==> config.mk <==
export PLATFORM = sky130hd
export DESIGN_NAME = ecc_bch15_syn_lut
export DESIGN_NICKNAME = d
export VERILOG_FILES = /design/src/rtl/ecc_bch15_pkg.sv /design/src/rtl/ecc_bch15_syn_lut.sv
export SDC_FILE = /design/constraint.sdc
export NUM_CORES = 1
export LEC_CHECK = 0
export ABC_AREA = 0
export CAP_MARGIN = 20
export CELL_PAD_IN_SITES_DETAIL_PLACEMENT = 1
export CELL_PAD_IN_SITES_GLOBAL_PLACEMENT = 1
export CORE_MARGIN = 1.5
export CORE_UTILIZATION = 36
export DETAILED_ROUTE_END_ITERATION = 10
export GPL_ROUTABILITY_DRIVEN = 0
export PLACE_DENSITY_LB_ADDON = 0.1
export SYNTH_ARGS = -nofsm -noshare
export SYNTH_HDL_FRONTEND = slang
export SYNTH_SLANG_ARGS = --single-unit
==> constraint.sdc <==
create_clock -name vclk -period 2.9
set_clock_uncertainty 0.1 [all_clocks]
set_input_delay 0.29 -clock vclk [all_inputs]
set_output_delay 0.29 -clock vclk [all_outputs]
set_load 0.01 [all_outputs]
==> src/rtl/ecc_bch15_pkg.sv <==
// BCH(15,10) code geometry, H-matrix columns {s4..s0} and FSM state type.
// Shared by the serial receiver and the matching encoder.
package ecc_bch15_pkg;

    localparam int N = 15;
    localparam int K = 10;
    localparam int R = 5;

    localparam logic [3:0] LOC_NONE = 4'hF;

    // Data columns 0..9 followed by the identity parity columns 10..14.
    localparam logic [R-1:0] COL [0:N-1] = '{
        5'b10101, 5'b11111, 5'b01011, 5'b10110, 5'b11001,
        5'b00111, 5'b01110, 5'b11100, 5'b01101, 5'b11010,
        5'b00001, 5'b00010, 5'b00100, 5'b01000, 5'b10000
    };

    typedef enum logic {
        ST_HUNT  = 1'b0,
        ST_SHIFT = 1'b1
    } rx_state_t;

endpackage

==> src/rtl/ecc_bch15_syn_lut.sv <==
// Combinational BCH(15,10) helpers: bit index to H column, and syndrome to
// {location, correctable, uncorrectable} classification.
module ecc_bch15_syn_lut
    import ecc_bch15_pkg::*;
(
    input  logic [3:0]   i_bit_idx,
    input  logic [R-1:0] i_syn,
    output logic [R-1:0] o_col,
    output logic [3:0]   o_loc,
    output logic         o_correct,
    output logic         o_uncorrect
);

    always_comb begin
        o_col       = '0;
        o_loc       = LOC_NONE;
        o_correct   = 1'b0;
        o_uncorrect = 1'b0;
        for (int i = 0; i < N; i++) begin
            if (i_bit_idx == 4'(i)) o_col = COL[i];
            if (i_syn == COL[i]) begin
                o_loc     = 4'(i);
                o_correct = 1'b1;
            end
        end
        // Non-zero syndrome matching no column: at least two bits in error.
        if ((i_syn != '0) && !o_correct) o_uncorrect = 1'b1;
    end

endmodule

==> impl_metrics.ini, run 1 <==
[worst_setup_path]
cp_max_fo = 9
required_ns = 2.51
critPathLaunchType = input pin
critical_path_class = in -> out
arrival_ns = 2.27
crit_path_end_kind = output port

[final_layout]
syn_to_final_growth_pct = 27.1
seq_cells = 0
seq_area_um2 = 0
fin_nets = 105
drive_gt1_share_pct = 14.9
clkbuf_count = 0
multi_input_area_um2 = 470
nFillCells = 204
insertedDiodeCount = 0

[die]
die_x_um = 43.2
die_h_um = 43.2
fp.dieArea_um2 = 1870
core_area_um2 = 1510
start_util_pct = 38.6
pin_count = 20
fp-row-count = 14

[sta]
slew_headroom_pct = 69.2
setup_viol = 0
drv_slew = 0
worst_slack_ns = 0.243
tns_ns = 0
fin_crit_ns = 2.66
hold_viol_final = 0
worst_pin_slew_ns = 0.460
period_share_pct = 91.6
rsz0062_at_grt = false
maxClockFrequency_ghz = 0.376

[flow_run]
max_cap_viol_count = 0

[logic_synthesis]
avgSynthCellArea_um2 = 7.18
syn_inst = 81
syn_nets = 90
seq_area_frac_synth_pct = 0
synth_warnings = 0
netlist_area_um2 = 582
ys_types = 38

[detailed_routing]
drtIter0Drc = 8
routed_wl_mm = 1.45
via_per_inst = 5.54
vias = 609
drc = 0
wire_per_inst_um = 13.2
drt_first_pass_iters = 4
drtAntennaViolNets = 0

[placement]
dp_slack_ns = 0.225
dp_hpwl_mm = 1.13
io_buffers = 20

[grt]
met2_usage_pct = 25.4
grt_pass1_wl_mm = 2.43
grt_use_met3_pct = 0.851
grt_max_degree = 15
track_usage_pct = 15.8
grt.busiest_layer = met2
grt_pass1_vias = 539
grt-ovfl-total = 0
grt_use_met1_pct = 24.2
antenna_found_initial = 0

[cts]
ctsHoldBuffers = 0
postCtsSetupBuffers = 0
cts_resized = 0

[power_and_ir_drop]
combPwrFrac_pct = 100.0
switchingPower_mw = 0.0706
p_seq_share_pct = 0
p_total_mw = 0.148
clockPowerShare_pct = 0
p_per_area_nw_per_um2 = 200
ir_drop_uv = 101
power.internal_mw = 0.0774
p_leak_nw = 0.260
p_sw_share_pct = 47.7

[min_path]
hold_depth = 4
hold_path_class = in -> out

[outcome]
status = finished, final reports clean
==> per-layer routing <==
layer  share of wire [%]  wire [µm]  vias to the layer above
met1                  52        752                      281
li1                    -          -                      319
met4                   0          0                        0
met3                 2.1         31                        0
met2                  46        663                        9
met5                   0          0                        -
==> synthesized netlist by cell type, types with 2 or more instances <==
cell type,count,area [µm²]
o21ai_0,5,25.0
nand2_1,8,30.0
clkbuf_1,2,7.51
o21ai_1,2,10.0
nand2b_1,4,25.0
xor2_1,2,17.5
nand3_1,3,15.0
buf_4,4,30.0
buf_6,4,45.0
o21a_1,2,15.0
a21o_1,2,15.0
a21oi_1,8,40.0
buf_2,2,10.0
nor2_1,2,7.51
nor3_1,3,15.0
o22ai_1,4,25.0
xnor2_1,3,26.3
==> stage by stage <==
stage | hold slack [ns] | cell area (µm²) | util (%) | instances
after floorplan | 0.670 | 582 | - | 81
after global placement | 1.67 | 739 | 49.1 | 110
after detailed placement | 1.67 | 739 | 49.1 | 110
after CTS | 1.68 | 739 | 49.1 | 110
after global routing | 1.76 | 739 | 49.1 | 110
final | 1.67 | 739 | 49.1 | 110
==> power groups by stage <==
stage / combinational [mW] / clock (mW) / sequential [mW]
6_report: 0.148 / 0 / 0
3_3_place_gp: 0.146 / 0 / 0
5_1_grt: 0.161 / 0 / 0
3_5_place_dp: 0.148 / 0 / 0
2_1_floorplan: 0.0985 / 0 / 0
4_1_cts: 0.149 / 0 / 0
==> kinds of logic after synthesis <==
logic type	synth area share, %
buffers and inverters	19.1
AOI/OAI and AO/OA	40.4
and+or+nand+nor	20.9
adders and majority gates	1.72
xor gates and xnor gates	17.9
==> final cells by class <==
cell class / count / share of cell area, %
multi-input combinational: 67 / 63.6
timing repair buffer: 26 / 33.2
tap: 16 / 2.71
inverter: 1 / 0.508
==> worst max-delay path: stages <==
cell and delay, ns:
clkdlybuf4s50_1 0.70, buf_4 0.24, o21a_1 0.11, o22ai_1 0.09, a221oi_2 0.26, clkdlybuf4s50_1 0.57
==> placed cells by master (no fill, tap or decap) <==
master | netlist | layout
a21oi_2 | 1 | 1
o41ai_1 | 1 | 1
maj3_1 | 1 | 1
xnor2_1 | 3 | 3
a32o_1 | 1 | 1
o2bb2ai_1 | 1 | 1
a211oi_1 | 1 | 1
a21o_1 | 2 | 2
nor3_1 | 3 | 3
o22a_1 | 1 | 1
nor2_1 | 2 | 2
nand2b_1 | 4 | 4
a221oi_2 | 1 | 1
a21oi_1 | 8 | 8
o21ai_0 | 5 | 5
xnor2_2 | 1 | 1
o211ai_1 | 1 | 1
buf_4 | 4 | 6
and3_1 | 1 | 1
or2_1 | 1 | 1
o22ai_1 | 4 | 4
o21a_1 | 2 | 2
nor2b_1 | 1 | 1
a32oi_1 | 1 | 1
clkdlybuf4s50_1 | 0 | 20
nand3_1 | 3 | 3
inv_2 | 1 | 1
o211ai_2 | 1 | 1
o21ai_1 | 2 | 2
xor2_2 | 1 | 1
nand2_1 | 8 | 8
xor2_1 | 2 | 2
o32ai_1 | 1 | 1
nor3_2 | 1 | 1
xor2_4 | 1 | 1
==> worst paths after layout <==
path	end	from
setup / recovery	o_uncorrect	i_syn[3]
hold / removal	o_col[1]	i_bit_idx[0]
(Power assumes the default switching activity.)
==> run 2: changes to the inputs <==
Settings changed: CORE_UTILIZATION 36 to 31.
Clock period 2.9 ns to 2.4 ns, I/O delays scaled along.
==> impl_metrics.ini, run 2 (synthesis results as in run 1) <==
[outcome]
status = finished, final reports clean

[detailed_routing]
routed_wl_mm = 1.57
wl_met3_um = 31
drtAntennaViolNets = 0
met1_length_um = 763
drtIter0Drc = 5
drt_first_pass_iters = 2
vias = 663
via_per_inst = 5.06
wl_met2_um = 756
routed.top_layer = met4
wire_per_inst_um = 12.0
drc = 0

[sta]
setup_viol = 0
rsz0062_at_grt = false
fin_crit_ns = 2.33
fin_hold_ws_ns = 1.11
worst_pin_slew_ns = 0.340
hold_viol_final = 0
drv_slew = 0
slew_headroom_pct = 77.0
maxClockFrequency_ghz = 0.429
period_share_pct = 97.0

[final_layout]
drive_gt1_share_pct = 24.5
multi_input_area_um2 = 482
layout_commonest_cell = clkdlybuf4s50_1
final_util_pct = 50.2
clkbuf_count = 0
seq_cells = 0
syn_to_final_growth_pct = 50.5
mostFrequentLayoutCells = 17 x clkdlybuf4s50_1, 15 x buf_4, 8 x a21oi_1, 8 x nand2_1, 5 x o21ai_0
seq_area_um2 = 0
nFillCells = 229
insertedDiodeCount = 0
final_cells = 131
fin_nets = 117

[grt]
track_usage_pct = 15.6
grt_pass1_wl_mm = 2.57
antenna_found_initial = 0
grt_max_degree = 15
grt_pass1_vias = 617
grt-ovfl-total = 0

[worst_setup_path]
arrival_ns = 1.99
cpPeakStageDelay_ns = 0.53
required_ns = 2.06
crit_path_end_kind = output port
critPathSlowestCell = clkdlybuf4s50_1
path_common_cell = clkdlybuf4s50_1
critical_path_class = in -> out
cp_max_fo = 10
critPathLaunchType = input pin
path_cells = clkdlybuf4s50_1 > buf_6 > xor2_4 > buf_4 > xnor2_1 > a21o_1 > clkdlybuf4s50_1

[die]
fp.dieArea_um2 = 2150
die_h_um = 46.3
fp-row-count = 15
pin_count = 20
die_x_um = 46.3
start_util_pct = 33.3
core_area_um2 = 1750

[placement]
dp_hpwl_mm = 1.29
placed_cells = 131
io_buffers = 20

[power_and_ir_drop]
p_total_mw = 0.204
p_leak_nw = 0.345
p_per_area_nw_per_um2 = 233
ir_drop_uv = 95.0

[min_path]
hold_path_class = in -> out

[flow_run]
max_cap_viol_count = 0
==> run 2: changes by cell type in the layout (fill, tap and decap cells not counted), sizes merged <==
| cell | previous run | this run |
|---|---|---|
| buf | 6 | 18 |
| clkdlybuf4s50 | 20 | 17 |
| dlymetal6s2s | 0 | 2 |
| dlygate4sd2 | 0 | 1 |
==> run 2: area by class of cell <==
type	instances	area share (%)
inverter	1	0.429
timing repair buffer	38	41.0
multi-input combinational	67	55.0
tap	25	3.57
==> run 2: report_power, final <==
part           leakage [nW]  switching (mW)  internal (mW)
Clock                     0               0              0
Sequential                0               0              0
Combinational         0.345          0.0910          0.113
==> run 2: path summary, 6_finish.rpt <==
kind / from / to / slack [ns] / depth (start not counted)
min: i_syn[2] / o_uncorrect / 1.11 / 5
max: i_syn[4] / o_correct / 0.07 / 7
==> run 2: through the flow <==
| stage | setup TNS, ns | worst slack [ns] | cell area (µm²) |
|---|---|---|---|
| finish | 0 | 0.0709 | 876 |
| global route | 0 | 0.00589 | 876 |
| CTS | 0 | 0.0110 | 856 |
| detailed placement | -0.112 | -0.0499 | 853 |
| global placement | -0.0307 | -0.0299 | 853 |
| floorplan | 0 | 1.02 | 582 |
==> run 2: critical path, delay by kind of cell <==
family	cells	cell delay [ns]
AO/OA/AOI/OAI	1	0.13
XOR/XNOR	2	0.32
buffers and inverters	4	1.30
==> run 2: what timing repair did <==
item | 4_1_cts | 5_1_grt
endpoints found under the setup margin | 3 | 5
resized for setup | 2 | 4
buffers inserted | 0 | 0
pin swaps | 0 | 0
hold buffers | 0 | 0
==> run 2: metal layers <==
| layer | GRT usage, % | vias to the layer above |
|---|---|---|
| met5 | 0 | - |
| met4 | 2.29 | 0 |
| met3 | 0 | 2 |
| met2 | 27.5 | 13 |
| met1 | 21.6 | 307 |
| li1 | - | 341 |
